File: src/rtl/mult_arbiter.sv
// Round-robin arbiter that shares one sequential signed multiplier (en/done handshake)
// among NREQ requesters, with a watchdog that aborts jobs whose multiplier never finishes.
module mult_arbiter #(
    parameter int WIDTH   = 8,
    parameter int NREQ    = 4,
    parameter int TIMEOUT = 64
) (
    input  logic                      clk,
    input  logic                      rst,
    input  logic [NREQ-1:0]           req_valid,
    input  logic [NREQ*WIDTH-1:0]     req_a,
    input  logic [NREQ*WIDTH-1:0]     req_b,
    output logic [NREQ-1:0]           req_ready,
    output logic                      rsp_valid,
    output logic [$clog2(NREQ)-1:0]   rsp_id,
    output logic [2*WIDTH-1:0]        rsp_m,
    output logic                      rsp_err,
    output logic                      mul_en,
    output logic [WIDTH-1:0]          mul_a,
    output logic [WIDTH-1:0]          mul_b,
    input  logic                      mul_done,
    input  logic [2*WIDTH-1:0]        mul_m,
    output logic                      busy
);
    localparam int ID_W  = $clog2(NREQ);
    localparam int CNT_W = $clog2(TIMEOUT + 1);

    // Handshake: a request transfers on a rising clk edge where req_valid[i] & req_ready[i];
    // req_ready is only offered in IDLE while the multiplier shows done low.
    typedef enum logic [1:0] {IDLE, BUSY, DRAIN} state_t;

    state_t           state;
    logic [ID_W-1:0]  ptr;
    logic [ID_W-1:0]  id;
    logic [CNT_W-1:0] cnt;

    logic             grant_found;
    logic [ID_W-1:0]  grant_idx;
    logic [ID_W-1:0]  scan_idx;
    int               scan_sum;

    // Scan from ptr upward with wrap; first pending line wins.
    always_comb begin
        grant_found = 1'b0;
        grant_idx   = '0;
        scan_idx    = '0;
        scan_sum    = 0;
        for (int k = 0; k < NREQ; k++) begin
            scan_sum = int'(ptr) + k;
            if (scan_sum >= NREQ) scan_sum = scan_sum - NREQ;
            scan_idx = ID_W'(scan_sum);
            if (!grant_found && req_valid[scan_idx]) begin
                grant_found = 1'b1;
                grant_idx   = scan_idx;
            end
        end
    end

    always_comb begin
        req_ready = '0;
        if (!rst && state == IDLE && !mul_done && grant_found)
            req_ready[grant_idx] = 1'b1;
    end

    always_ff @(posedge clk or posedge rst) begin
        if (rst) begin
            state     <= IDLE;
            ptr       <= '0;
            id        <= '0;
            cnt       <= '0;
            rsp_valid <= 1'b0;
            rsp_id    <= '0;
            rsp_m     <= '0;
            rsp_err   <= 1'b0;
            mul_en    <= 1'b0;
            mul_a     <= '0;
            mul_b     <= '0;
            busy      <= 1'b0;
        end else begin
            rsp_valid <= 1'b0;
            case (state)
                IDLE: begin
                    if (|(req_valid & req_ready)) begin
                        mul_a  <= req_a[grant_idx*WIDTH +: WIDTH];
                        mul_b  <= req_b[grant_idx*WIDTH +: WIDTH];
                        id     <= grant_idx;
                        cnt    <= '0;
                        mul_en <= 1'b1;
                        busy   <= 1'b1;
                        state  <= BUSY;
                    end
                end
                BUSY: begin
                    cnt <= cnt + 1'b1;
                    // Completion takes priority over the watchdog in the same cycle.
                    if (mul_done) begin
                        rsp_m     <= mul_m;
                        rsp_id    <= id;
                        rsp_err   <= 1'b0;
                        rsp_valid <= 1'b1;
                        mul_en    <= 1'b0;
                        state     <= DRAIN;
                    end else if (cnt == CNT_W'(TIMEOUT - 1)) begin
                        rsp_m     <= '0;
                        rsp_id    <= id;
                        rsp_err   <= 1'b1;
                        rsp_valid <= 1'b1;
                        mul_en    <= 1'b0;
                        state     <= DRAIN;
                    end
                end
                DRAIN: begin
                    if (!mul_done) begin
                        ptr   <= (id == ID_W'(NREQ - 1)) ? '0 : id + 1'b1;
                        busy  <= 1'b0;
                        state <= IDLE;
                    end
                end
                default: begin
                    mul_en <= 1'b0;
                    busy   <= 1'b0;
                    state  <= IDLE;
                end
            endcase
        end
    end
endmodule

File: config.mk
export PLATFORM = sky130hd
export DESIGN_NAME = mult_arbiter
export DESIGN_NICKNAME = d
export VERILOG_FILES = /design/src/rtl/mult_arbiter.sv
export SDC_FILE = /design/constraint.sdc
export NUM_CORES = 1
export LEC_CHECK = 0
export BUFFER_PORTS_ARGS = -buffer_cell sky130_fd_sc_hd__clkbuf_2
export CORE_ASPECT_RATIO = 0.6
export CORE_MARGIN = 2
export CORE_UTILIZATION = 49
export DETAILED_ROUTE_END_ITERATION = 16
export GPL_TIMING_DRIVEN = 1
export PLACE_DENSITY = 0.81
export SETUP_SLACK_MARGIN = 0.02
export SLEW_MARGIN = 20
export SYNTH_ARGS = -nofsm -noshare
export SYNTH_HDL_FRONTEND = slang
export SYNTH_SLANG_ARGS = --single-unit
File: constraint.sdc
create_clock -name clk -period 4.6 [get_ports clk]
set_clock_uncertainty 0.05 [all_clocks]
set_input_delay 0.46 -clock clk [delete_from_list [all_inputs] [get_ports clk]]
set_output_delay 0.46 -clock clk [all_outputs]
set_load 0.05 [all_outputs]
==> results.md, run 1 <==
* CTS buffer count at 5
* Vias per cell at 5.32
* Top post-synthesis cells by area: dfrtp_1 (51%), mux2i_1 (13%), a22o_1 (5.9%)
* Average size of a mapped cell at 11.3 um^2
* Wire per inst at 14.4 um
* RD Place Congestion at 0.763
* H-tree depth at 2
* Min Tclk post-route at 2.85 ns
* Total track usage at 0.205
* Clock-pin slew on the worst setup and hold paths at 0.09 ns
* Initial DRC count at 77
* Top_reg_cell synth: dfrtp_1
* Worst-Skew Late Latency at 0.30 ns
* Setup repair bufs after CTS at 0
* Final worst path period share at 0.619
* Tot Pwr at between 2 and 2.5 mW
* Register area share after synthesis at 0.507
* Dpl ws at 1.98 ns
* Max_cap viols at 0
* Initial antenna violation count at 0
* Core area at 5000 um^2
* Vias in the first global route at 1911
* Resized Gates After CTS at 0
* IO Port Bufs at around 130
* Share of the synthesized area in the top cell type at 0.507
* First-pass GRT wire length at between 9000 and 10000 um
* Leakage Power at 1.74 nW
* Max Slew Vio Count at 0
* DR vias at roughly 2200
* FFs w/ async S/R, synth at 1.00
* Syn Inst Count at between 200 and 250
* CTS max path bufs at 2
* Die X at 96.5 um
* Die ar. at 5750 um^2
* Post-Syn Area at 2520 um^2
* Fin Setup TNS at 0 ns
* Worst-path fanout max at 18
* Hold Path Class: in2async
* Critical Path Sink Type: output port
* DRC Markers at 0
* Fmax at 351 MHz
* Setup WS post-layout at 1.75 ns
* Layout cells sized above 1 at 0.424
* Final Hold Viols at 0
* Outcome: complete, no violations
* # hold bufs at CTS at 0
* First-pass iteration count of the detailed router at 4
* Pwr dens at 705 nW/um^2
* I/O Pins at 129
* Final wirelength at 5920 um
* Placed standard-cell area at 3150 um^2
* Layout net count at approximately 430
* Layout filler cell count at between 400 and 500
* Setup violators final at 0
* Layout overhead on the synthesized area at 29.1%
* Die Y-Extent at 59.5 um
* DP HPWL at between 4000 and 5000 um
* CTS tree: yes
* Yosys Warn Count at 0
* Slew HR at 0.439
* Reg area at approximately 1300 um^2
* Setup CP Type: reg2out
* Tightest Pin Transition at 0.841 ns
* DRT antenna net count at 0
* Final instance area at 3250 um^2
* Crit start category: flip-flop
* Arrival time worst endpoint at between 2 and 2.5 ns
* Post-Syn Nets at 311
* CTS root buffer: clkbuf_8
* EDFF count, synth at 0
* Top-count cell post-synth: dfrtp_1
* Row count at 20
* Antenna Cells at 0
* Yosys cell types at 38
* Worst path required time at 4.09 ns
* Total global routing overflow at 0
* TritonCTS Sinks at 51
* Initial Util at 0.503
* RSZ-0062 raised after global routing: false
* Synth top cells by count: dfrtp_1 (51), mux2i_1 (33), nand2_1 (27)
* Yosys reg bits at slightly above 50
* Pin count of the biggest net entering global routing at 52
* Worst VDD drop at ~600 uV
* Post-synth top area cell: dfrtp_1
* Multi-input gate area at 1110 um^2
report_power, final:
part / switching [mW] / total [mW] / internal (mW)
clock network: 0.139 / 0.299 / 0.160
registers: 0.127 / 0.766 / 0.639
logic: 0.874 / 1.23 / 0.352
registers in the layout (all words and copies together) (netlist names), 2 cells and up:
signal,cells
ptr,2
state,2
cnt,7
id,2
rsp_id,2
mul_b,8
rsp_m,16
mul_a,8
placed cells by master (no fill, tap or decap), drive strengths merged, types with 4 or more instances in the layout:
master and n:
clkbuf 134, dfrtp 51, mux2i 33, nand2 28, a22o 17, o221ai 16
o21ai 15, nor2 10, inv 4, nand2b 4, a21oi 4
area by class of cell:
| cell class | instances | area share |
|---|---|---|
| Tap cell | 66 | 0.0254 |
| Inverter | 5 | 0.00616 |
| Clock buffer | 6 | 0.0223 |
| Multi-Input combinational cell | 151 | 0.342 |
| Clock inverter | 1 | 0.00924 |
| Timing Repair Buffer | 130 | 0.202 |
| Sequential cell | 51 | 0.393 |
path summary, 6_finish.rpt:
| check | from | endpoint | slack (ns) | cells after the start |
|---|---|---|---|---|
| worst max-delay path | ptr[1] | req_ready[2] | 1.75 | 6 |
| worst max register to register | ptr[1] | mul_a[5] | 2.31 | 6 |
| max in group asynchronous | rst | cnt[2] | 3.74 | 2 |
| min in group clk | mul_m[0] | rsp_m[0] | 0.32 | 2 |
| worst min-delay path | rst | busy | 0.25 | 2 |
| worst min register to register | mul_a[1] | mul_a[1] | 0.45 | 2 |
logic make-up after synthesis:
family                     count (synthesis)  synth area share
muxes                                     36             0.148
xor gates and xnor gates                   1           0.00348
AOI/OAI and AO/OA                         62             0.187
adders and majority gates                  2           0.00994
and+or+nand+nor                           50            0.0900
DFF                                       51             0.507
buffers and inverters                     20            0.0547
routing by layer:
layer / track usage / wire length [um] / share of wire
met2: 0.312 / 2720 / 0.46
met4: 0.0543 / 65 / 0.011
met5: 0 / 0 / 0
met3: 0.0382 / 374 / 0.063
met1: 0.303 / 2750 / 0.47
worst max-delay path, cell delays in order (launching register included):
cell      delay, ns
dfrtp_1        0.45
mux2i_1        0.21
nor2_1         0.05
a311oi_1       0.34
nand2b_1       0.63
nor2_1         0.08
clkbuf_2       0.26
through the flow:
stage / utilization / hold slack (ns) / cells
after floorplan: - / 0.406 / 222
after global placement: 0.629 / 0.419 / 403
after detailed placement: 0.629 / 0.423 / 403
after CTS: 0.649 / 0.312 / 410
after global routing: 0.649 / 0.316 / 410
final: 0.649 / 0.253 / 410
(Power assumes the default switching activity.)
==> run 2: changes to the inputs <==
--- a/config.mk
+++ b/config.mk
@@ -5,13 +5,14 @@
 export SDC_FILE = /design/constraint.sdc
 export NUM_CORES = 1
 export LEC_CHECK = 0
+export ABC_AREA = 1
 export BUFFER_PORTS_ARGS = -buffer_cell sky130_fd_sc_hd__clkbuf_2
 export CORE_ASPECT_RATIO = 0.6
 export CORE_MARGIN = 2
-export CORE_UTILIZATION = 49
+export CORE_UTILIZATION = 48
 export DETAILED_ROUTE_END_ITERATION = 16
 export GPL_TIMING_DRIVEN = 1
-export PLACE_DENSITY = 0.81
+export PLACE_DENSITY = 0.76
 export SETUP_SLACK_MARGIN = 0.02
 export SLEW_MARGIN = 20
 export SYNTH_ARGS = -nofsm -noshare
==> constraint.sdc (replaced) <==
create_clock -name clk -period 2.8 [get_ports clk]
set_clock_uncertainty 0.05 [all_clocks]
set_input_delay 0.28 -clock clk [delete_from_list [all_inputs] [get_ports clk]]
set_output_delay 0.28 -clock clk [all_outputs]
set_load 0.05 [all_outputs]
==> run 2 against run 1 <==
  * Clock-buffer cell count down 1
  * Worst setup slack got worse by 1.6 ns
  * Final area up 17%
  * Wire length increased by 34%
  * Clock power up 54%
  * Synthesized cell count up 89%
  * Via count grew 48%
  * Worst hold slack worse by 0.19 ns
  * Critical endpoint is now req_ready[1]
==> results.md, run 2 <==
* Initial DRC count at 199 (+160%)
* Worst VDD drop at 735 uV (+22%)
* Most frequent cells in the layout: nand2_1 (206), clkbuf_2 (127), dfrtp_1 (50), nand4_1 (33), inv_1 (18)
* Hold Path Class: in2async
* Layout overhead on the synthesized area at 25.6%
* Slew HR at 0.434 (-0.00460)
* First-pass iteration count of the detailed router at 4 (unchanged)
* CP bufs+invs at 3 (+2)
* CTS buffer count at 5 (unchanged)
* Worst-path fanout max at 18 (unchanged)
* Die Y-Extent at 65.5 um (+10%)
* Placed cells at 616 (+53%)
* I/O Pins at 129 (unchanged)
* Cell chain of the critical path: inv_8 -> nand2_2 -> nand3_1 -> nand2_1 -> inv_1 -> nand2_1 -> nand2_2 -> nand3_4 -> nor3_1 -> buf_2
* Die ar. at 6970 um^2 (+21%)
* # hold bufs at CTS at 0 (unchanged)
* Post-Syn Area at 3020 um^2 (+20%)
* Layout net count at 628 (+45%)
* DRC Markers at 0 (unchanged)
* Tightest Pin Transition at 0.848 ns (+0.00690 ns)
* Syn Inst Count at 420 (+89%)
* Final worst path period share at 0.933
* H-tree depth at 2 (unchanged)
* Critical Path Sink Type: output port
* Yosys reg bits at 51 (unchanged)
* Min Tclk post-route at approximately 2.6 ns
* Row count at 22 (+10%)
* CP max stage delay at 0.51 ns (-0.12 ns)
* Clock-pin slew on the worst setup and hold paths at 0.11 ns (+0.02 ns)
* Wire per inst at 12.7 um (-12%)
* Share of the synthesized area in the top cell type at 0.422 (-0.0849)
* Layout filler cell count at 553 (+26%)
* Average size of a mapped cell at 7.20 um^2 (-37%)
* Max Slew Vio Count at 0 (unchanged)
* Tot Pwr at 5.67 mW (+150%)
* Sequential power share at 0.229 (-0.105)
* RD Place Congestion at 0.884 (+16%)
* Antenna Cells at 0 (unchanged)
* EDFF count, synth at 0 (unchanged)
* DP HPWL at 6030 um (+36%)
* DRT antenna net count at 0 (unchanged)
* Top-count cell post-synth: nand2_1
* Sw frac at 0.581 (+0.0835)
* Top_reg_cell synth: dfrtp_1
* Initial Util at 0.495 (-0.00812)
* Arrival time worst endpoint at 2.28 ns (-0.06 ns)
* FFs w/ async S/R, synth at 1.00 (unchanged)
* Yosys cell types at 28 (-26%)
* Gate power share at 0.690 (+0.155)
* GRT Max-Usage Layer: met2
* CTS tree: yes
* Max FFs per register at 16 (unchanged)
* Clock power share at 0.081 (-0.049)
* Die X at 106 um (+10%)
* GR Layer Usage met3 at 0.0456 (+0.00747)
* CTS root buffer: clkbuf_8
* Layout cells sized above 1 at 0.306 (-0.119)
* Finished Layout Cells at 624 (+52%)
* Switching power at 3.30 mW (+190%)
* Setup repair bufs after CTS at 0 (unchanged)
* Post-synth top area cell: dfrtp_1
* Final wirelength at 7920 um (+34%)
* Crit start category: flip-flop
* Met1 GRT Util at 0.336 (+0.0327)
* Met2 Use GR at 0.373 (+0.0611)
* Vias per cell at 5.17 (-2.9%)
* Yosys Warn Count at 0 (unchanged)
* Top post-synthesis cells by area: dfrtp_1 (42%), nand2_1 (26%), nand4_1 (6.8%)
* Pin count of the biggest net entering global routing at 52 (unchanged)
* Core area at 6110 um^2 (+22%)
* Post-Syn Nets at 509 (+64%)
* Worst path required time at 2.47 ns (-1.62 ns)
* Pwr dens at 1490 nW/um^2 (+110%)
* Commonest non-fill, non-tap cell in the layout: nand2_1
* Setup violators final at 0 (unchanged)
* Initial antenna violation count at 0 (unchanged)
* Fmax at 383 MHz
* Fin Setup TNS at 0 ns (unchanged)
* Register area share after synthesis at 0.422 (-0.0849)
* Final Hold Viols at 0 (unchanged)
* Cell Int Power at 2.38 mW (+110%)
* CTS max path bufs at 2 (unchanged)
* Dpl ws at 0.313 ns (-1.67 ns)
* Worst-Skew Late Latency at 0.31 ns (about the same)
* TritonCTS Sinks at 51 (unchanged)
* Total global routing overflow at 0 (unchanged)
* Setup CP Type: reg2out
* Synth top cells by count: nand2_1 (206), dfrtp_1 (51), nand4_1 (33)
* Largest Register: rsp_m
* Vias in the first global route at 2844 (+49%)
* First-pass GRT wire length at 13100 um (+45%)
* Worst path slowest cell: dfrtp_2
* IO Port Bufs at 128 (unchanged)
* Leakage Power at 2.25 nW (+29%)
* Outcome: complete, no violations
* Total track usage at 0.233 (+0.0279)
* DR vias at 3227 (+48%)
* Setup WS post-layout at 0.188 ns (-1.56 ns)
* Delay-heaviest family, CP: simple AND/OR/NAND/NOR gates
* Largest regs: rsp_m (16), mul_a (8), mul_b (8)
* Util after Layout at 0.621 (-0.0278)
* RSZ-0062 raised after global routing: false
* Max_cap viols at 0 (unchanged)
-- run 2: cells by family (layout without fill, tap and decap cells) --
group,Yosys count,in the layout,synth area share
adders and majority gates,2,2,0.00827
and+or+nand+nor,283,283,0.408
buffers and inverters,48,168,0.0790
AOI/OAI and AO/OA,35,35,0.0803
DFF,51,51,0.422
xor gates and xnor gates,1,1,0.00290
-- run 2: repair_timing --
item,CTS,global route
setup endpoints to repair,1,1
resized for setup,1,1
endpoints found under the hold margin,0,0
-- run 2: worst paths after layout --
check                      startpoint           end  slack [ns]  cells after the start
max                            ptr[0]  req_ready[1]        0.19                     10
min                               rst      rsp_m[2]        0.07                      2
max reg2reg                    ptr[0]         id[1]        0.45                     11
min reg2reg                  mul_a[3]      mul_a[3]        0.44                      2
max in group asynchronous         rst        ptr[0]        2.08                      2
min in group clk            mul_m[12]     rsp_m[12]        0.13                      2
-- run 2: final cells by class --
type | count | area [um^2] | area share
multi-input combinational | 321 | 1510 | 0.399
sequential | 51 | 1280 | 0.336
timing repair buffer | 137 | 708 | 0.186
tap | 84 | 105 | 0.0277
inverter | 23 | 95.1 | 0.0250
clock buffer | 5 | 68.8 | 0.0181
clock inverter | 3 | 28.8 | 0.00758
-- run 2: power by group through the flow --
stage / Clock, mW / Combinational, mW / Sequential [mW]
detailed placement: 0 / 3.91 / 1.30
global route: 0.497 / 4.36 / 1.34
floorplan: 0 / 2.35 / 2.09
CTS: 0.468 / 3.92 / 1.30
finish: 0.459 / 3.92 / 1.30
global placement: 0 / 3.84 / 1.29
-- run 2: metal layers --
| layer | up-vias | wire [um] | share of wire |
|---|---|---|---|
| met3 | 9 | 575 | 0.073 |
| li1 | 1605 | - | - |
| met1 | 1497 | 3850 | 0.49 |
| met5 | - | 0 | 0 |
| met4 | 0 | 59 | 0.0075 |
| met2 | 116 | 3430 | 0.43 |
-- run 2: through the flow --
| step | cell area, um^2 | hold WS (ns) |
|---|---|---|
| floorplan | 3030 | 0.370 |
| global placement | 3700 | 0.409 |
| detailed placement | 3700 | 0.418 |
| CTS | 3800 | 0.124 |
| global route | 3800 | 0.117 |
| finish | 3800 | 0.0675 |
